## config.mk

```make
export PLATFORM = sky130hd
export DESIGN_NAME = uart_tx_scheduler
export DESIGN_NICKNAME = d
export VERILOG_FILES = /design/src/rtl/uart_tx_scheduler.sv
export SDC_FILE = /design/constraint.sdc
export NUM_CORES = 1
export LEC_CHECK = 0
export ABC_AREA = 1
export BUFFER_PORTS_ARGS = -buffer_cell sky130_fd_sc_hd__buf_2
export CAP_MARGIN = 20
export CORE_ASPECT_RATIO = 1.4
export CORE_MARGIN = 3
export CORE_UTILIZATION = 45
export DETAILED_ROUTE_END_ITERATION = 7
export HOLD_SLACK_MARGIN = 0.06
export PLACE_DENSITY = 0.66
export SLEW_MARGIN = 40
export SYNTH_ARGS = -nofsm -noshare
export SYNTH_HDL_FRONTEND = slang
export SYNTH_SLANG_ARGS = --single-unit
```

## constraint.sdc

```tcl
create_clock -name clk_i -period 5.1 [get_ports clk_i]
set_input_delay 1.02 -clock clk_i [delete_from_list [all_inputs] [get_ports clk_i]]
set_output_delay 1.02 -clock clk_i [all_outputs]
set_load 0.03 [all_outputs]
```

## src/rtl/uart_tx_scheduler.sv

```systemverilog
// ---------------------------------------------------------------------------
// uart_tx_scheduler
//
// Shares a single uart_tx transmitter among N byte requesters. A round-robin
// arbiter picks the next requester whenever the transmitter is idle. Each
// accepted byte is acknowledged with a one-cycle req_ready pulse. A requester
// that holds req_lock keeps the transmitter for back-to-back bytes. A
// watchdog aborts a frame when the transmitter never takes the send request.
//
// Parameters
//   N         number of requesters (2..8)
//   START_TO  clk cycles allowed between tx_send rising and tx_ready falling
//
// Ports
//   clk_i          system clock
//   rst_i          synchronous reset, active-high
//   req_valid_i    [N]   requester i presents a byte
//   req_data_i     [8N]  packed bytes, requester i at [8i+7:8i]
//   req_lock_i     [N]   requester i keeps the grant after its current byte
//   req_ready_o    [N]   one-cycle accept pulse, one-hot or zero
//   tx_ready_i           uart_tx idle indication
//   tx_send_o            send request to uart_tx
//   tx_data_o      [8]   byte for uart_tx, held for the whole frame
//   grant_id_o     [3]   current or last granted requester
//   busy_o               high whenever a frame is being scheduled or sent
//   err_timeout_o        one-cycle pulse when the watchdog aborts a frame
// ---------------------------------------------------------------------------
module uart_tx_scheduler #(
  parameter int N        = 4,
  parameter int START_TO = 4096
) (
  input  logic           clk_i,
  input  logic           rst_i,
  input  logic [N-1:0]   req_valid_i,
  input  logic [8*N-1:0] req_data_i,
  input  logic [N-1:0]   req_lock_i,
  output logic [N-1:0]   req_ready_o,
  input  logic           tx_ready_i,
  output logic           tx_send_o,
  output logic [7:0]     tx_data_o,
  output logic [2:0]     grant_id_o,
  output logic           busy_o,
  output logic           err_timeout_o
);

  localparam int PTR_W = $clog2(N);
  localparam int WD_W  = $clog2(START_TO);

  // IDLE: arbitrate; START: send held, waiting for uart_tx to start;
  // RUN: frame on the line, waiting for uart_tx to become idle again.
  typedef enum logic [1:0] {
    S_IDLE  = 2'd0,
    S_START = 2'd1,
    S_RUN   = 2'd2
  } state_e;

  state_e           state_q, state_d;
  logic [PTR_W-1:0] rr_q, rr_d;
  logic [PTR_W-1:0] grant_q, grant_d;
  logic [7:0]       data_q, data_d;
  logic [N-1:0]     ready_q, ready_d;
  logic             send_q, send_d;
  logic             err_q, err_d;
  logic [WD_W-1:0]  wd_q, wd_d;

  // Round-robin arbiter: first valid requester at or above rr_q, wrapping.
  logic [PTR_W-1:0] winner;
  logic             any_valid;

  always_comb begin : arb
    int idx;
    // NOTE: every signal assigned here gets a default first, so no path
    // leaves it unassigned and no latch is inferred.
    idx       = 0;
    winner    = rr_q;
    any_valid = 1'b0;
    for (int k = 0; k < N; k++) begin
      idx = int'(rr_q) + k;
      if (idx >= N) idx = idx - N;
      if (!any_valid && req_valid_i[PTR_W'(idx)]) begin
        any_valid = 1'b1;
        winner    = PTR_W'(idx);
      end
    end
  end

  function automatic logic [PTR_W-1:0] next_ptr(input logic [PTR_W-1:0] v);
    return (v == PTR_W'(N - 1)) ? '0 : v + PTR_W'(1);
  endfunction

  // State register. rst_i wins over everything, including a frame in
  // flight; uart_tx completes that frame on its own.
  always_ff @(posedge clk_i) begin
    // NOTE: state is updated with non-blocking assignments so every
    // register samples the pre-edge values of the others.
    if (rst_i) begin
      state_q <= S_IDLE;
      rr_q    <= '0;
      grant_q <= '0;
      data_q  <= '0;
      ready_q <= '0;
      send_q  <= 1'b0;
      err_q   <= 1'b0;
      wd_q    <= '0;
    end else begin
      state_q <= state_d;
      rr_q    <= rr_d;
      grant_q <= grant_d;
      data_q  <= data_d;
      ready_q <= ready_d;
      send_q  <= send_d;
      err_q   <= err_d;
      wd_q    <= wd_d;
    end
  end

  // Next-state logic.
  logic             do_accept;
  logic [PTR_W-1:0] acc_id;

  always_comb begin
    state_d   = state_q;
    rr_d      = rr_q;
    grant_d   = grant_q;
    data_d    = data_q;
    ready_d   = '0;
    send_d    = send_q;
    err_d     = 1'b0;
    wd_d      = wd_q;
    do_accept = 1'b0;
    acc_id    = winner;

    unique case (state_q)
      S_IDLE: begin
        // Never grant while uart_tx is still busy with an earlier frame.
        if (tx_ready_i && any_valid) begin
          do_accept = 1'b1;
          acc_id    = winner;
        end
      end

      S_START: begin
        if (!tx_ready_i) begin
          send_d  = 1'b0;
          state_d = S_RUN;
        end else if (wd_q == WD_W'(START_TO - 1)) begin
          // Transmitter never started: drop the byte, move fairness on.
          send_d  = 1'b0;
          err_d   = 1'b1;
          rr_d    = next_ptr(grant_q);
          state_d = S_IDLE;
        end else begin
          wd_d = wd_q + WD_W'(1);
        end
      end

      S_RUN: begin
        if (tx_ready_i) begin
          if (req_lock_i[grant_q] && req_valid_i[grant_q]) begin
            // Locked requester with another byte: keep the transmitter,
            // round-robin pointer untouched.
            do_accept = 1'b1;
            acc_id    = grant_q;
          end else begin
            rr_d    = next_ptr(grant_q);
            state_d = S_IDLE;
          end
        end
      end

      default: state_d = S_IDLE;
    endcase

    // Byte is captured only on the accept edge; later req_data changes
    // cannot disturb the frame.
    if (do_accept) begin
      grant_d         = acc_id;
      data_d          = req_data_i[{acc_id, 3'b000} +: 8];
      ready_d[acc_id] = 1'b1;
      send_d          = 1'b1;
      wd_d            = '0;
      state_d         = S_START;
    end
  end

  // Outputs.
  always_comb begin
    req_ready_o   = ready_q;
    tx_send_o     = send_q;
    tx_data_o     = data_q;
    grant_id_o    = 3'(grant_q);
    busy_o        = (state_q != S_IDLE);
    err_timeout_o = err_q;
  end

endmodule

```

==> flow_metrics.env <==
export IMPL_ant_nets=0
export IMPL_synthToLayoutAreaGrowth_pct=16.47
export IMPL_clockBufferDepth=2
export IMPL_worstSetupStartpointType="input pin"
export IMPL_viasPerCell=4.834
export IMPL_rsz0062_at_grt="no"
export IMPL_synth_top_area_cell="dfxtp_1"
export IMPL_worst_r2r_endpoint="tx_data_o[1]$_SDFFE_PP0P_"
export IMPL_yosys_warnings=0
export IMPL_min_delay_start="tx_data_o[1]$_SDFFE_PP0P_"
export IMPL_post_cts_setup_buffers=0
export IMPL_grt_overflow=0
export IMPL_finalWirelength_um=5271
export IMPL_grt_max_degree=18
export IMPL_wire_per_inst_um=11.36
export IMPL_clockRootBuffer="clkbuf_8"
export IMPL_setup_viol=0
export IMPL_min_to="tx_data_o[1]$_SDFFE_PP0P_"
export IMPL_grt_total_usage_pct=19.46
export IMPL_period_minus_slack_ns=2.386
export IMPL_critPathArrivalTime_ns=2.57
export IMPL_cts_hold_buf=0
export IMPL_ir_drop_v=0.0001160
export IMPL_synth_seq_cells=32
export IMPL_final_max_slew_viol_count=0
export IMPL_start_util_pct=47.33
export IMPL_grt_pass1_vias=2064
export IMPL_hp_class="flop to flop"
export IMPL_cts_buffers=5
export IMPL_cap_violations=0
export IMPL_rows=29
export IMPL_post_synth_instance_area_um2=2181
export IMPL_final_nets=446
export IMPL_wl_met1_um=2119
export IMPL_fp_dieH_um=88.37
export IMPL_synth_cell_types=35
export IMPL_insertion_delay_ns=0.28
export IMPL_drcViolationCount=0
export IMPL_tns_ns=0
export IMPL_max_freq_mhz=419.1
export IMPL_period_share_pct=46.79
export IMPL_ys_top_cells_by_area="dfxtp_1 29%, nand2_1 24%, nand3_1 8.7%"
export IMPL_met3_length_um=191
export IMPL_path_clk_slew_ns=0.07
export IMPL_cts_resized=0
export IMPL_core_um2=4608
export IMPL_top_layer="met4"
export IMPL_end_kind="flop"
export IMPL_cts_tree="yes"
export IMPL_drt_iter0_drc=162
export IMPL_die_x_um=64.84
export IMPL_vias=2243
export IMPL_hold_viol_final=0
export IMPL_clock_sinks=32
export IMPL_antenna_found_initial=0
export IMPL_dp_hpwl_um=4149
export IMPL_final_cell_mix="138 x nand2_1, 59 x buf_2, 38 x nand3_1, 32 x dfxtp_1, 26 x inv_1"
export IMPL_ys_seq_area_share_pct=29.37
export IMPL_globalplace_congestion=0.8482
export IMPL_crit_required_ns=5.28
export IMPL_htreeDepth=2
export IMPL_r2r_start="rr_q[0]$_SDFFE_PP0P_"
export IMPL_syn_inst=344
export IMPL_status="finished, final reports clean"
export IMPL_pin_count=61
export IMPL_r2r_cells=15
export IMPL_floorplan_die_area_um2=5729
export IMPL_final_layout_size_suffix_gt1_share_pct=26.37
export IMPL_hold_path_cell_count=2
export IMPL_p_leak_nw=1.290
export IMPL_worstSetupPathType="input pin to flop"
export IMPL_diodes=0
export IMPL_synth_fp_nets=389
export IMPL_synth_top_area_share_pct=29.37
export IMPL_power_density_nw_per_um2=255.5
export IMPL_final_common_cell="nand2_1"
export IMPL_wl_met2_um=2876
export IMPL_grt_pass1_wl_um=8873
export IMPL_first_pass_iters=4
export IMPL_portBuffers=59
export IMPL_path_max_fanout=17
export IMPL_fin_skew_ns=0.007455
export IMPL_synth_avg_cell_area_um2=6.340
export IMPL_r2r_slack_ns=2.79
export IMPL_finalCoreUtilization_pct=55.12
-- synth_stat cells (all sizes together) --
library cell / count
nand3: 39
clkbuf: 2
a21oi: 11
buf: 7
inv: 32
conb: 1
or2: 1
o31ai: 1
nor3b: 1
o211ai: 1
dfxtp: 32
o21ai: 5
a31oi: 2
nor4: 2
ha: 2
xor2: 2
o22ai: 1
nand2: 162
a211oi: 1
nor3: 10
nor2: 24
xnor2: 1
nand4: 4
-- kinds of logic after synthesis --
family | Yosys count | synth area share, %
compound gates | 22 | 6.253
xor+xnor | 3 | 1.205
fa+ha+maj | 2 | 1.147
buf+inv | 41 | 10.15
flops | 32 | 29.37
other cells | 1 | 0.1720
simple gates | 243 | 51.69
-- sequential cells by signal, indices dropped and copies added (netlist names) --
name / flops
grant_q: 2
tx_data_o: 8
tx_send_o: 1
wd_q: 12
rr_q: 2
req_ready_o: 4
state_q: 2
err_timeout_o: 1
-- worst max-delay path by stage --
stage,from,slack (ns),end,cells past startpoint
6_report,req_valid_i[3],2.71,tx_data_o[1]$_SDFFE_PP0P_,14
3_3_place_gp,req_valid_i[3],2.44,tx_data_o[4]$_SDFFE_PP0P_,14
3_5_place_dp,req_valid_i[3],2.41,tx_data_o[4]$_SDFFE_PP0P_,14
5_1_grt,rr_q[0]$_SDFFE_PP0P_,2.48,tx_data_o[1]$_SDFFE_PP0P_,15
4_1_cts,req_valid_i[3],2.72,tx_data_o[4]$_SDFFE_PP0P_,14
2_1_floorplan,req_lock_i[3],2.80,tx_data_o[7]$_SDFFE_PP0P_,14
-- layer usage --
metal  vias up  track usage, %
met5         -               0
met4         0           6.538
met3         7           3.431
met2        41           36.69
met1       995           21.80
li1       1200               -
-- where the power goes --
part | switching (mW) | internal, mW | leakage [nW] | total, mW
Sequential | 0.00876 | 0.263 | 0.260 | 0.272
Clock | 0.0964 | 0.0949 | 0.0479 | 0.191
Combinational | 0.125 | 0.0609 | 0.983 | 0.186
Total | 0.230 | 0.419 | 1.29 | 0.649
-- worst max-delay path, cell delays in order --
cell and delay (ns):
buf_2 0.13, nand3_1 0.08, nand3_1 0.09, nand3_1 0.11, nor2_1 0.24, inv_1 0.14, nand2_4 0.21, nand2_8 0.15
nand2_1 0.09, nand2_1 0.05, nand2_1 0.05, nand2_1 0.08, nand2_1 0.06, nand2_1 0.04
-- per-stage QoR --
| stage | total power [mW] | hold slack (ns) | cells | area (um^2) | setup slack [ns] |
|---|---|---|---|---|---|
| floorplan | 0.4221 | 0.4435 | 344 | 2181 | 2.801 |
| global placement | 0.4640 | 0.4359 | 456 | 2452 | 2.439 |
| global route | 0.6944 | 0.4867 | 464 | 2540 | 2.480 |
| finish | 0.6488 | 0.4478 | 464 | 2540 | 2.714 |
| detailed placement | 0.4645 | 0.4396 | 456 | 2452 | 2.410 |
| CTS | 0.6597 | 0.4552 | 464 | 2540 | 2.718 |
-- final cells by class --
cell class                      count  area [um^2]
Timing Repair Buffer               59        295.3
Clock buffer                        5        68.82
Multi-Input combinational cell    271         1319
Tap cell                           62        77.57
Clock inverter                      3        18.77
Fill cell                         504         2068
Sequential cell                    32        640.6
Inverter                           32        120.1
Note: power is estimated with default switching activity, not from simulation.
